### config.mk
export PLATFORM = sky130hd
export DESIGN_NAME = multi_button_pulser
export DESIGN_NICKNAME = d
export VERILOG_FILES = /design/src/rtl/multi_button_pulser.sv
export SDC_FILE = /design/constraint.sdc
export NUM_CORES = 1
export LEC_CHECK = 0
export ABC_AREA = 1
export BUFFER_PORTS_ARGS = -buffer_cell sky130_fd_sc_hd__buf_2
export CAP_MARGIN = 20
export CORE_AREA = 2 2 39 41
export CTS_BUF_LIST = sky130_fd_sc_hd__clkbuf_8
export CTS_CLUSTER_SIZE = 16
export DETAILED_ROUTE_END_ITERATION = 7
export DIE_AREA = 0 0 41 43
export PLACE_DENSITY = 0.74
export SETUP_SLACK_MARGIN = 0.1
export SLEW_MARGIN = 20
export SYNTH_ARGS = -nofsm -noshare
export SYNTH_HDL_FRONTEND = slang
export SYNTH_SLANG_ARGS = --single-unit
### constraint.sdc
create_clock -name clk -period 1.45 [get_ports clk]
set_input_delay 0.0725 -clock clk [delete_from_list [all_inputs] [get_ports clk]]
set_output_delay 0.0725 -clock clk [all_outputs]
set_load 0.1 [all_outputs]
### src/rtl/multi_button_pulser.sv
// rtl/multi_button_pulser.sv - per-channel button synchroniser, debouncer, edge pulser and auto-repeat
//
// Purpose: conditions N_CH raw pushbuttons into clean single-cycle pulses,
// one per qualified press/release (selected by EDGE_MODE), plus optional
// timed auto-repeat pulses while a button stays pressed.
//
// Ports:
//   clk        clock
//   rst        asynchronous active-high reset
//   en         1 = pulses enabled; 0 = pulse/any_pulse forced low (state keeps running)
//   btn        raw asynchronous button inputs, active-high
//   level      debounced level per channel
//   pulse      one-cycle pulse per qualified event per channel
//   any_pulse  OR of pulse, same cycle
//   first_ch   lowest-index channel with pulse set this cycle, 0 when none
module multi_button_pulser #(
  parameter int N_CH            = 2,
  parameter int SYNC_STAGES     = 2,
  parameter int DEBOUNCE_CYCLES = 4,
  parameter int EDGE_MODE       = 0,
  parameter int REPEAT_EN       = 0,
  parameter int HOLD_CYCLES     = 16,
  parameter int REPEAT_CYCLES   = 8,
  localparam int CH_W           = (N_CH > 1) ? $clog2(N_CH) : 1
) (
  input  logic            clk,
  input  logic            rst,
  input  logic            en,
  input  logic [N_CH-1:0] btn,
  output logic [N_CH-1:0] level,
  output logic [N_CH-1:0] pulse,
  output logic            any_pulse,
  output logic [CH_W-1:0] first_ch
);

  localparam int MAX_RC = (HOLD_CYCLES > REPEAT_CYCLES) ? HOLD_CYCLES : REPEAT_CYCLES;
  localparam int REP_W  = $clog2(MAX_RC + 1);
  localparam int DB_W   = $clog2(DEBOUNCE_CYCLES + 1);

  logic [SYNC_STAGES-1:0] sync_q  [N_CH];
  logic [DB_W-1:0]        db_cnt  [N_CH];
  // Cycles remaining until the next repeat pulse; 0 means no repeat armed.
  logic [REP_W-1:0]       rep_cnt [N_CH];
  logic [N_CH-1:0]        prev;

  logic [N_CH-1:0] rise;
  logic [N_CH-1:0] fall;
  logic [N_CH-1:0] sel;
  logic [N_CH-1:0] rep_fire;
  logic [N_CH-1:0] ev;
  logic [CH_W-1:0] first_nxt;

  always_comb begin
    rise = level & ~prev;
    fall = ~level & prev;
    case (EDGE_MODE)
      1:       sel = fall;
      2:       sel = rise | fall;
      default: sel = rise;
    endcase
    // A repeat only fires while the debounced level is still high, so a
    // repeat falling due on the fall-pulse cycle is dropped.
    for (int i = 0; i < N_CH; i++) begin
      rep_fire[i] = (REPEAT_EN != 0) && level[i] && !rise[i] && (rep_cnt[i] == REP_W'(1));
    end
    ev = (sel | rep_fire) & {N_CH{en}};
    first_nxt = '0;
    for (int i = N_CH - 1; i >= 0; i--) begin
      if (ev[i]) first_nxt = CH_W'(i);
    end
  end

  always_ff @(posedge clk or posedge rst) begin
    if (rst) begin
      for (int i = 0; i < N_CH; i++) begin
        sync_q[i]  <= '0;
        db_cnt[i]  <= '0;
        rep_cnt[i] <= '0;
      end
      level     <= '0;
      prev      <= '0;
      pulse     <= '0;
      any_pulse <= 1'b0;
      first_ch  <= '0;
    end else begin
      prev      <= level;
      pulse     <= ev;
      any_pulse <= |ev;
      first_ch  <= first_nxt;
      for (int i = 0; i < N_CH; i++) begin
        sync_q[i] <= {sync_q[i][SYNC_STAGES-2:0], btn[i]};

        // Any agreeing sample restarts the count, rejecting short glitches.
        if (sync_q[i][SYNC_STAGES-1] == level[i]) begin
          db_cnt[i] <= '0;
        end else if (db_cnt[i] == DB_W'(DEBOUNCE_CYCLES - 1)) begin
          level[i]  <= sync_q[i][SYNC_STAGES-1];
          db_cnt[i] <= '0;
        end else begin
          db_cnt[i] <= db_cnt[i] + DB_W'(1);
        end

        // Repeat timing is armed by the rise edge in every EDGE_MODE.
        if (REPEAT_EN == 0) begin
          rep_cnt[i] <= '0;
        end else if (rise[i]) begin
          rep_cnt[i] <= REP_W'(HOLD_CYCLES);
        end else if (!level[i]) begin
          rep_cnt[i] <= '0;
        end else if (rep_cnt[i] == REP_W'(1)) begin
          rep_cnt[i] <= REP_W'(REPEAT_CYCLES);
        end else if (rep_cnt[i] != '0) begin
          rep_cnt[i] <= rep_cnt[i] - REP_W'(1);
        end
      end
    end
  end

endmodule

Word level (Yosys, flattened, before mapping)

Cells that the tools add are included.

Order comparisons: 0
Bitwise logic cells: 5
Multiplexer cells: 6
Div/mod/pow operators: 0
$add $sub $neg: 2
Multiply operators: 0
Reductions and logical operators: 3
Equal/unequal tests: 4
Shift operators: 0

Operator list:

| operator                                                         | count |
|---|---|
| 3-bit 2-to-1 mux                                                 | 4 |
| 3-bit by 1-bit adder with 3-bit output (second input constant)   | 2 |
| 3-bit by 2-bit == test with 1-bit output (second input constant) | 2 |
| 2-bit bitwise AND                                                | 2 |
| 2-bit AND reduction                                              | 2 |
| 1-bit == test                                                    | 2 |
| 1-bit 2-to-1 mux                                                 | 2 |
| 1-bit NOT                                                        | 2 |
| 2-bit NOT                                                        | 1 |
| 2-bit OR reduction                                               | 1 |

Memories kept: 0
Latch bits: 0
Bits in registers: 18
Bits in read-only memories: 0
Memory bits (writable): 0

Logic depth before layout (Yosys ltp)

Gate-level depths: netlist of the first run.

Depth after elaboration: 5
Mapped depth: 4
Depth with buffers taken out: 4

Worst setup path before layout of the first run

OpenSTA, ideal clock, no wires.

Path kind: reg2reg
From: register level[1]
To: register db_cnt[0] (netlist name)
Setup time: 0.116 ns
Slack: 0.083 ns
Clock period less this slack: 1.367 ns
Stages on the path, launching flop included: 4
Arrival time: 1.251 ns
Path through: dfrtp_1 > nand2_1 > nand2_2 > nor2_1

Longest elaborated chain between the ends: 2

Ends and longest elaborated chain:

| what                             | line | source |
|---|---|---|
| start: declaration               | 30   | `output logic [N_CH-1:0] level,` |
| start signal: indexed assignment | 97   | `level[i] <= sync_q[i][SYNC_STAGES-1];` |
| 1-bit == test                    | 94   | `if (sync_q[i][SYNC_STAGES-1] == level[i]) begin` |
| 3-bit 2-to-1 mux                 | 94   |  |
| end signal: indexed assignment   | 100  | `db_cnt[i] <= db_cnt[i] + DB_W'(1);` |
| end: declaration                 | 41   | `logic [DB_W-1:0] db_cnt [N_CH];` |

Every way passes these cells.
A chain may end at the register's enable or synchronous reset.

Worst setup path after layout of the first run

From: register level[1]
To: output port level[1]

No word-level cell between the ends.

==> results.sh, run 1 <==
export IMPL_outcome="finished clean"
export IMPL_p_sw_mw=0.801
export IMPL_insertedDiodeCount=0
export IMPL_max_stage_delay_ps=440
export IMPL_finalCritPeriodShare_pct=80.9
export IMPL_wl_per_cell_um=9.64
export IMPL_cp_cell_sequence="buf_2"
export IMPL_final_nets=89
export IMPL_grt_antenna_before_repair=0
export IMPL_critPathBufInv=1
export IMPL_syn_area_um2=654
export IMPL_slew_violations=0
export IMPL_holdBufCountCts=3
export IMPL_layout_common_cells="nand2_1 (17), dfrtp_1 (16), inv_1 (13), buf_2 (10), nor2_1 (7)"
export IMPL_drc=0
export IMPL_die_y_um=43
export IMPL_cts_tree="yes"
export IMPL_synth_top_family_by_area="simple AND/OR/NAND/NOR gates"
export IMPL_period_needed_ps=1170
export IMPL_postCtsSetupBuffers=0
export IMPL_p_clk_share_pct=22.0
export IMPL_clock_skew_ps=1.14
export IMPL_startpoint_type="flip-flop"
export IMPL_tns_ps=0
export IMPL_grt_start_max_net_pins=19
export IMPL_start_util_pct=47.3
export IMPL_yosys_register_bits=18
export IMPL_crit_required_ps=1380
export IMPL_slowest_stage="buf_2"
export IMPL_drtPass1Iterations=6
export IMPL_gp_congestion=0.703
export IMPL_synth_cell_types=10
export IMPL_synthAdderAreaFrac_pct=3.82
export IMPL_wl_um=935
export IMPL_rsz0062_at_grt="false"
export IMPL_avgSynthCellArea_um2=10.2
export IMPL_grt_pass1_vias=402
export IMPL_finalHoldViolations=0
export IMPL_end_kind="primary output"
export IMPL_cts_sinks=18
export IMPL_cap_viol_max_count=0
export IMPL_cp_top_family="buffers and inverters"
export IMPL_synth_compound_area_share_pct=0
export IMPL_rows=14
export IMPL_path_class="reg2out"
export IMPL_ctsResizeCount=0
export IMPL_grt_ovfl_total=0
export IMPL_hold_class="in2reg"
export IMPL_peakVddDrop_uv=1220
export IMPL_worst_slew_pin_slew_ps=639
export IMPL_cts_path_max_buffers=2
export IMPL_path_max_fanout=6
export IMPL_fmax_mhz=852
export IMPL_grt_pass1_wl_um=1640
export IMPL_dieWidth_um=41
export IMPL_layout_commonest_cell="nand2_1"
export IMPL_seq_power_share_pct=38.8
export IMPL_vias_per_cell=4.37
export IMPL_ctsRootBufferMaster="clkbuf_8"
export IMPL_drt_initial_drc_count=3
export IMPL_synth_simple_area_share_pct=19.3
export IMPL_synthCells=64
export IMPL_vias=424
export IMPL_setup_violations=0
export IMPL_swShare_pct=44.0
export IMPL_ant_nets=0
export IMPL_maxSlewHeadroom_pct=57.4
export IMPL_io_buffers=10
export IMPL_power_internal_mw=1.02
export IMPL_ios=11
export IMPL_seq_area_frac_synth_pct=68.8
export IMPL_drive_gt1_share_pct=24.7
export IMPL_numCtsBuffers=3
export IMPL_clk_latency_ps=250
export IMPL_fillers=119
export IMPL_r2r_slack_ps=520
export IMPL_p_comb_share_pct=39.2
export IMPL_powerDensity_nw_per_um2=2240
export IMPL_die_area_um2=1760
export IMPL_coreArea_um2=1380
export IMPL_ys_warn_count=0
export IMPL_synth_mux_area_share_pct=0
export IMPL_synthXorXnorAreaFrac_pct=0
export IMPL_hpwl_um=678
export IMPL_fin_hold_ws_ps=50.8
export IMPL_areaGrowthSynthToFinish_pct=24.1
export IMPL_power_leakage_nw=0.462
export IMPL_clk_pin_slew_ps=60
export IMPL_worstPathArrival_ps=1100
export IMPL_grt_usage_pct=15.1
export IMPL_syn_nets=71
export IMPL_htreeDepth=1
## cells in the mapped netlist
cell / instances / area share, %
nand2_2: 2 / 1.9
ha_1: 2 / 3.8
nand3b_1: 1 / 1.1
nor2_1: 7 / 4.0
inv_2: 1 / 0.57
nand2_1: 17 / 9.8
dfrtp_1: 18 / 69
nand3_1: 2 / 1.5
inv_1: 13 / 7.5
nor2_2: 1 / 0.96
## worst paths after layout
path | start | endpoint | depth (start not counted)
setup reg to reg | db_cnt[3]$_DFF_PP0_ | db_cnt[4]$_DFF_PP0_ | 4
hold / removal | en | pulse[0]$_DFF_PP0_ | 3
max in group asynchronous | rst | level[1]$_DFFE_PP0P_ | 3
hold reg to reg | sync_q[0]$_DFF_PP0_ | sync_q[1]$_DFF_PP0_ | 0
min in group asynchronous | rst | db_cnt[5]$_DFF_PP0_ | 3
setup / recovery | level[1]$_DFFE_PP0P_ | level[1] | 1
## area by class of cell
| class | count | area, µm² | share of cell area [%] |
|---|---|---|---|
| clock buffer | 4 | 55.1 | 6.78 |
| inverter | 14 | 52.6 | 6.47 |
| multi-input combinational | 32 | 151 | 18.6 |
| sequential | 18 | 453 | 55.8 |
| tap | 16 | 20.0 | 2.47 |
| timing repair buffer | 13 | 80.1 | 9.86 |
## kinds of logic (layout without fill, tap and decap cells)
logic type,after synthesis,in the layout
and+or+nand+nor,30,30
adders and majority gates,2,2
DFF,18,18
buffers and inverters,14,31
## layer usage
layer  global-route usage [%]  wire length (µm)  vias to the layer above  share of wire [%]
met4                     16.0                32                        0                3.4
met3                     4.71                59                        4                6.3
met2                     20.6               445                       11                 48
met5                        0                 0                        -                  0
li1                         -                 -                      216                  -
met1                     16.7               399                      193                 43
## state kept, by name, summed over array words and instances, names as in the netlist
signal,cells
any_pulse,1
prev,2
db_cnt,6
first_ch,1
pulse,2
level,2
sync_q,4
## power groups by stage
| stage | sequential (mW) | clock, mW | combinational, mW |
|---|---|---|---|
| after floorplan | 1.11 | 0 | 0.212 |
| after global placement | 0.714 | 0 | 0.703 |
| after detailed placement | 0.718 | 0 | 0.714 |
| after CTS | 0.709 | 0.418 | 0.721 |
| after global routing | 0.725 | 0.431 | 0.790 |
| final | 0.707 | 0.400 | 0.715 |
## metrics by stage
stage               cell area, µm²  power [mW]  std cells  util (%)  setup slack, ps
floorplan                      657        1.32         64         -              389
global placement               727        1.42         90      52.5              556
detailed placement             727        1.43         90      52.5              527
CTS                            812        1.85         97      58.7              264
global route                   812        1.95         97      58.7              241
finish                         812        1.82         97      58.7              277
No activity file was read; power rests on OpenSTA's default activity.
==> run 2: changes to the inputs <==
Settings changed: ABC_AREA 1 to 0, PLACE_DENSITY 0.74 to 0.73.
Clock period 1.45 ns to 1.2 ns, I/O delays scaled along.
==> results.sh, run 2 <==
export IMPL_path_class="reg2reg"
export IMPL_syn_area_um2=642
export IMPL_grt_usage_pct=14.1
export IMPL_largest_register_ffs=6
export IMPL_synthTopCellsByArea="dfrtp_1 (70%), nor2b_4 (4.3%), ha_1 (3.9%)"
export IMPL_final_nets=69
export IMPL_crit_required_ps=1340
export IMPL_synthCells=39
export IMPL_period_needed_ps=1130
export IMPL_vias_per_cell=4.52
export IMPL_setup_violations=0
export IMPL_synth_ff_type="dfrtp_1"
export IMPL_clk_pin_slew_ps=70
export IMPL_avgSynthCellArea_um2=16.5
export IMPL_path_max_fanout=2
export IMPL_netlist_area_leader_share_pct=70.2
export IMPL_end_kind="flip-flop"
export IMPL_ios=11
export IMPL_yosys_register_bits=18
export IMPL_yosys_cell_count_top_type="dfrtp_1"
export IMPL_min_path_cells=2
export IMPL_cp_cell_sequence="ha_2 > nor2b_4 > mux2_4"
export IMPL_finalHoldViolations=0
export IMPL_max_stage_delay_ps=360
export IMPL_fin_cells=77
export IMPL_wl_per_cell_um=12.4
export IMPL_peakVddDrop_uv=1580
export IMPL_dieWidth_um=41
export IMPL_start_util_pct=46.4
export IMPL_numCtsBuffers=3
export IMPL_startpoint_type="flip-flop"
export IMPL_outcome="finished clean"
export IMPL_hold_class="in2reg"
export IMPL_areaGrowthSynthToFinish_pct=41.3
export IMPL_rsz0062_at_grt="true"
export IMPL_seq_area_frac_synth_pct=70.2
export IMPL_maxSlewHeadroom_pct=67.8
export IMPL_fin_total_pwr_mw=2.61
export IMPL_htreeDepth=1
export IMPL_top_regs="db_cnt (6), sync_q (4)"
export IMPL_ys_top_cells_by_count="dfrtp_1 (18), nor2b_1 (4)"
export IMPL_cts_path_max_buffers=2
export IMPL_powerDensity_nw_per_um2=2870
export IMPL_syn_nets=46
export IMPL_ys_warn_count=0
export IMPL_rows=14
export IMPL_wl_um=952
export IMPL_cap_viol_max_count=0
export IMPL_layout_commonest_cell="dfrtp_1"
export IMPL_grt_ovfl_total=0
export IMPL_vias=348
export IMPL_tns_ps=0
export IMPL_io_buffers=10
export IMPL_synth_cell_types=14
export IMPL_synth_edf_count=0
export IMPL_fillers=102
export IMPL_dp_cells=66
export IMPL_ctsRootBufferMaster="clkbuf_8"
export IMPL_cts_tree="yes"
export IMPL_clk_latency_ps=250
export IMPL_grt_antenna_before_repair=0
export IMPL_utilization_pct=65.6
export IMPL_gp_congestion=0.637
export IMPL_drive_gt1_share_pct=54.1
export IMPL_die_y_um=43
export IMPL_slew_violations=0
export IMPL_synth_async_sr_flop_share_pct=100
export IMPL_slowest_stage="dfrtp_1"
export IMPL_worst_slew_pin_slew_ps=487
export IMPL_finalCritPeriodShare_pct=94.1
export IMPL_insertedDiodeCount=0
export IMPL_drc=0
export IMPL_clock_skew_ps=2.39
export IMPL_drtPass1Iterations=2
export IMPL_worstPathArrival_ps=1270
export IMPL_drt_initial_drc_count=1
export IMPL_grt_pass1_vias=356
export IMPL_synth_area_leader_cell="dfrtp_1"
export IMPL_coreArea_um2=1380
export IMPL_power_leakage_nw=0.443
export IMPL_layout_common_cells="dfrtp_1 (16), buf_2 (8), buf_4 (5), clkbuf_8 (4)"
export IMPL_cts_sinks=18
export IMPL_fmax_mhz=885
export IMPL_reg2regPathDepth=3
export IMPL_regMostFlops="db_cnt"
export IMPL_ant_nets=0
export IMPL_die_area_um2=1760
export IMPL_grt_start_max_net_pins=19
export IMPL_grt_pass1_wl_um=1520
==> run 2: cell types whose count changed after synthesis, sizes merged, moves of 2 or more <==
cell / delta
nand2: -19
inv: -13
nor2b: +6
nor3: +2
nor2: -8
nand3: -2
mux2: +2
xnor2: +2
nor3b: +3
==> run 2: layer usage <==
| layer | share of wire (%) | GRT usage (%) | up-vias |
|---|---|---|---|
| met2 | 52 | 20.0 | 10 |
| met1 | 44 | 17.1 | 166 |
| li1 | - | - | 172 |
| met4 | 0 | 10.0 | 0 |
| met5 | 0 | 0 | - |
| met3 | 4.4 | 4.71 | 0 |
==> run 2: cell families after synthesis <==
| group | synth area share [%] |
|---|---|
| flops | 70.2 |
| xor+xnor | 2.73 |
| buf+inv | 0.584 |
| compound gates | 1.17 |
| simple gates | 17.9 |
| fa+ha+maj | 3.90 |
| mux | 3.51 |
==> run 2: what timing repair did <==
item | 4_1_cts | 5_1_grt
cloned | 0 | 0
hold endpoints to repair | 20 | 0
setup buffers | 3 | 1
setup endpoints to repair | 2 | 3
hold buffers | 3 | 0
pin swaps | 2 | 1
gates resized for setup | 2 | 0
==> run 2: area by class of cell <==
cell class                      instances  area [µm²]  area share (%)
Clock buffer                            4        55.1            6.07
Multi-Input combinational cell         20         223            24.6
Tap cell                               16        20.0            2.21
Timing Repair Buffer                   18         148            16.3
Sequential cell                        18         458            50.5
Inverter                                1        3.75           0.414
==> run 2: critical path: cells and delay by family, from the launching register on <==
family	cells	cell delay [ps]
fa+ha+maj	1	190
flops	1	360
mux	1	300
simple gates	1	160
==> run 2: final timing paths <==
| check | startpoint | end | slack (ps) |
|---|---|---|---|
| worst max-delay path | db_cnt[3]$_DFF_PP0_ | level[0]$_DFFE_PP0P_ | 70 |
| worst min-delay path | en | any_pulse$_DFF_PP0_ | 40 |
| worst max register to register | db_cnt[3]$_DFF_PP0_ | level[0]$_DFFE_PP0P_ | 70 |
| worst min register to register | sync_q[2]$_DFF_PP0_ | sync_q[3]$_DFF_PP0_ | 350 |
| max in group asynchronous | rst | level[0]$_DFFE_PP0P_ | 620 |
| min in group asynchronous | rst | sync_q[1]$_DFF_PP0_ | 370 |
==> run 2: through the flow <==
step	area, µm²	setup WS, ps	hold slack (ps)
3_3_place_gp	786	72.6	76.7
6_report	907	70.4	39.6
2_1_floorplan	678	107	-1.39
3_5_place_dp	786	17.8	82.7
5_1_grt	907	34.9	51.6
4_1_cts	900	58.6	34.4
==> run 2: power breakdown <==
group	switching, mW	leakage (nW)	internal (mW)
clock network	0.193	0.0288	0.291
registers	0.145	0.226	0.796
logic	0.722	0.189	0.458
total	1.06	0.443	1.55
==> run 3: changes to the inputs <==
Settings changed: BUFFER_PORTS_ARGS -buffer_cell sky130_fd_sc_hd__buf_2 to -buffer_cell sky130_fd_sc_hd__clkbuf_2.
==> results.sh, run 3 (same netlist as run 2, synthesis figures left out) <==
export IMPL_worstPathArrival_ps=1240
export IMPL_maxSlewHeadroom_pct=81.6
export IMPL_path_class="reg2reg"
export IMPL_htreeDepth=1
export IMPL_seq_power_share_pct=36.3
export IMPL_dieWidth_um=41
export IMPL_drive_gt1_share_pct=54.8
export IMPL_end_kind="flip-flop"
export IMPL_final_nets=70
export IMPL_cts_sinks=18
export IMPL_rsz0062_at_grt="true"
export IMPL_powerDensity_nw_per_um2=2830
export IMPL_regMostFlops="db_cnt"
export IMPL_largest_register_ffs=6
export IMPL_outcome="finished clean"
export IMPL_max_stage_delay_ps=370
export IMPL_clock_skew_ps=3.86
export IMPL_cp_top_family="flip-flops"
export IMPL_power_leakage_nw=0.450
export IMPL_utilization_pct=66.8
export IMPL_cts_tree="yes"
export IMPL_slew_violations=0
export IMPL_tns_ps=0
export IMPL_swShare_pct=40.1
export IMPL_ctsRootBufferMaster="clkbuf_8"
export IMPL_die_y_um=43
export IMPL_finalCritPeriodShare_pct=92.3
export IMPL_fillers=93
export IMPL_worst_slew_pin_slew_ps=279
export IMPL_peakVddDrop_uv=1390
export IMPL_cp_cell_sequence="ha_2 > nor2b_4 > mux2_4"
export IMPL_drt_initial_drc_count=1
export IMPL_p_comb_share_pct=45.6
export IMPL_grt_pass1_vias=369
export IMPL_die_area_um2=1760
export IMPL_wl_um=920
export IMPL_cap_viol_max_count=0
export IMPL_rows=14
export IMPL_coreArea_um2=1380
export IMPL_hold_class="in2reg"
export IMPL_power_internal_mw=1.56
export IMPL_finalHoldViolations=0
export IMPL_vias=353
export IMPL_grt_start_max_net_pins=19
export IMPL_period_needed_ps=1110
export IMPL_grt_ovfl_total=0
export IMPL_top_regs="db_cnt (6), sync_q (4)"
export IMPL_grt_antenna_before_repair=0
export IMPL_path_max_fanout=2
export IMPL_vias_per_cell=4.53
export IMPL_insertedDiodeCount=0
export IMPL_layout_common_cells="dfrtp_1 (16), buf_4 (10), clkbuf_8 (4), clkbuf_2 (4)"
export IMPL_drtPass1Iterations=2
export IMPL_numCtsBuffers=3
export IMPL_clk_latency_ps=250
export IMPL_clk_pin_slew_ps=70
export IMPL_setup_violations=0
export IMPL_critPathBufInv=0
export IMPL_slowest_stage="dfrtp_1"
export IMPL_p_sw_mw=1.05
export IMPL_p_clk_share_pct=18.2
export IMPL_crit_required_ps=1340
export IMPL_cts_path_max_buffers=2
export IMPL_ios=11
export IMPL_layout_commonest_cell="dfrtp_1"
export IMPL_gp_congestion=0.635
export IMPL_drc=0
export IMPL_start_util_pct=46.4
export IMPL_areaGrowthSynthToFinish_pct=44.1
export IMPL_startpoint_type="flip-flop"
export IMPL_grt_pass1_wl_um=1440
export IMPL_fmax_mhz=903
export IMPL_wl_per_cell_um=11.8
export IMPL_io_buffers=10
export IMPL_grt_usage_pct=12.6
export IMPL_ant_nets=0
[run 3: changes by cell type in the layout (fill, tap and decap cells not counted)]
cell      previous run  this run
clkbuf_2             0         4
buf_2                8         0
buf_4                5        10
[run 3: power groups by stage]
| stage | logic (mW) | registers [mW] | clock network [mW] |
|---|---|---|---|
| floorplan | 0.323 | 1.45 | 0 |
| global placement | 1.11 | 0.951 | 0 |
| detailed placement | 1.12 | 0.963 | 0 |
| CTS | 1.20 | 0.953 | 0.485 |
| global route | 1.25 | 0.971 | 0.504 |
| finish | 1.19 | 0.948 | 0.475 |
[run 3: routing by layer]
| metal | GRT usage (%) | part of all wire [%] | up-vias |
|---|---|---|---|
| met5 | 0 | 0 | - |
| met4 | 6.00 | 0 | 0 |
| met3 | 3.14 | 4.0 | 0 |
| met2 | 19.7 | 50 | 8 |
| met1 | 15.6 | 46 | 172 |
| li1 | - | - | 173 |
[run 3: path summary, 6_finish.rpt]
path / startpoint / end / slack, ps / cells after the start
max reg2reg: db_cnt[0]$_DFF_PP0_ / level[1]$_DFFE_PP0P_ / 90 / 3
max in group asynchronous: rst / level[1]$_DFFE_PP0P_ / 640 / 4
min: en / any_pulse$_DFF_PP0_ / 40 / 2
min in group asynchronous: rst / sync_q[1]$_DFF_PP0_ / 350 / 4
max: db_cnt[0]$_DFF_PP0_ / level[1]$_DFFE_PP0P_ / 90 / 3
min reg2reg: sync_q[2]$_DFF_PP0_ / sync_q[3]$_DFF_PP0_ / 350 / 0
[run 3: metrics by stage]
stage / instance area (µm²) / worst slack (ps) / hold slack, ps / instances / power [mW]
CTS: 925 / 92.6 / 35.4 / 78 / 2.64
finish: 925 / 92.7 / 37.6 / 78 / 2.61
global route: 925 / 55.0 / 50.0 / 78 / 2.72
floorplan: 678 / 107 / -1.39 / 39 / 1.77
global placement: 796 / 69.6 / 58.3 / 66 / 2.06
detailed placement: 796 / 33.0 / 65.9 / 66 / 2.09
[run 3: timing repair]
item                                    in CTS  in global routing
resized for setup                            2                  0
endpoints found under the setup margin       2                  3
setup buffers                                5                  0
hold buffers                                 3                  0
pin swaps                                    2                  1
endpoints found under the hold margin       20                  0
[run 3: cell type report]
cell class	count	area [µm²]	share of cell area, %
sequential	18	458	49.5
multi-input combinational	20	223	24.1
timing repair buffer	19	165	17.9
clock buffer	4	55.1	5.95
tap	16	20.0	2.17
inverter	1	3.75	0.406
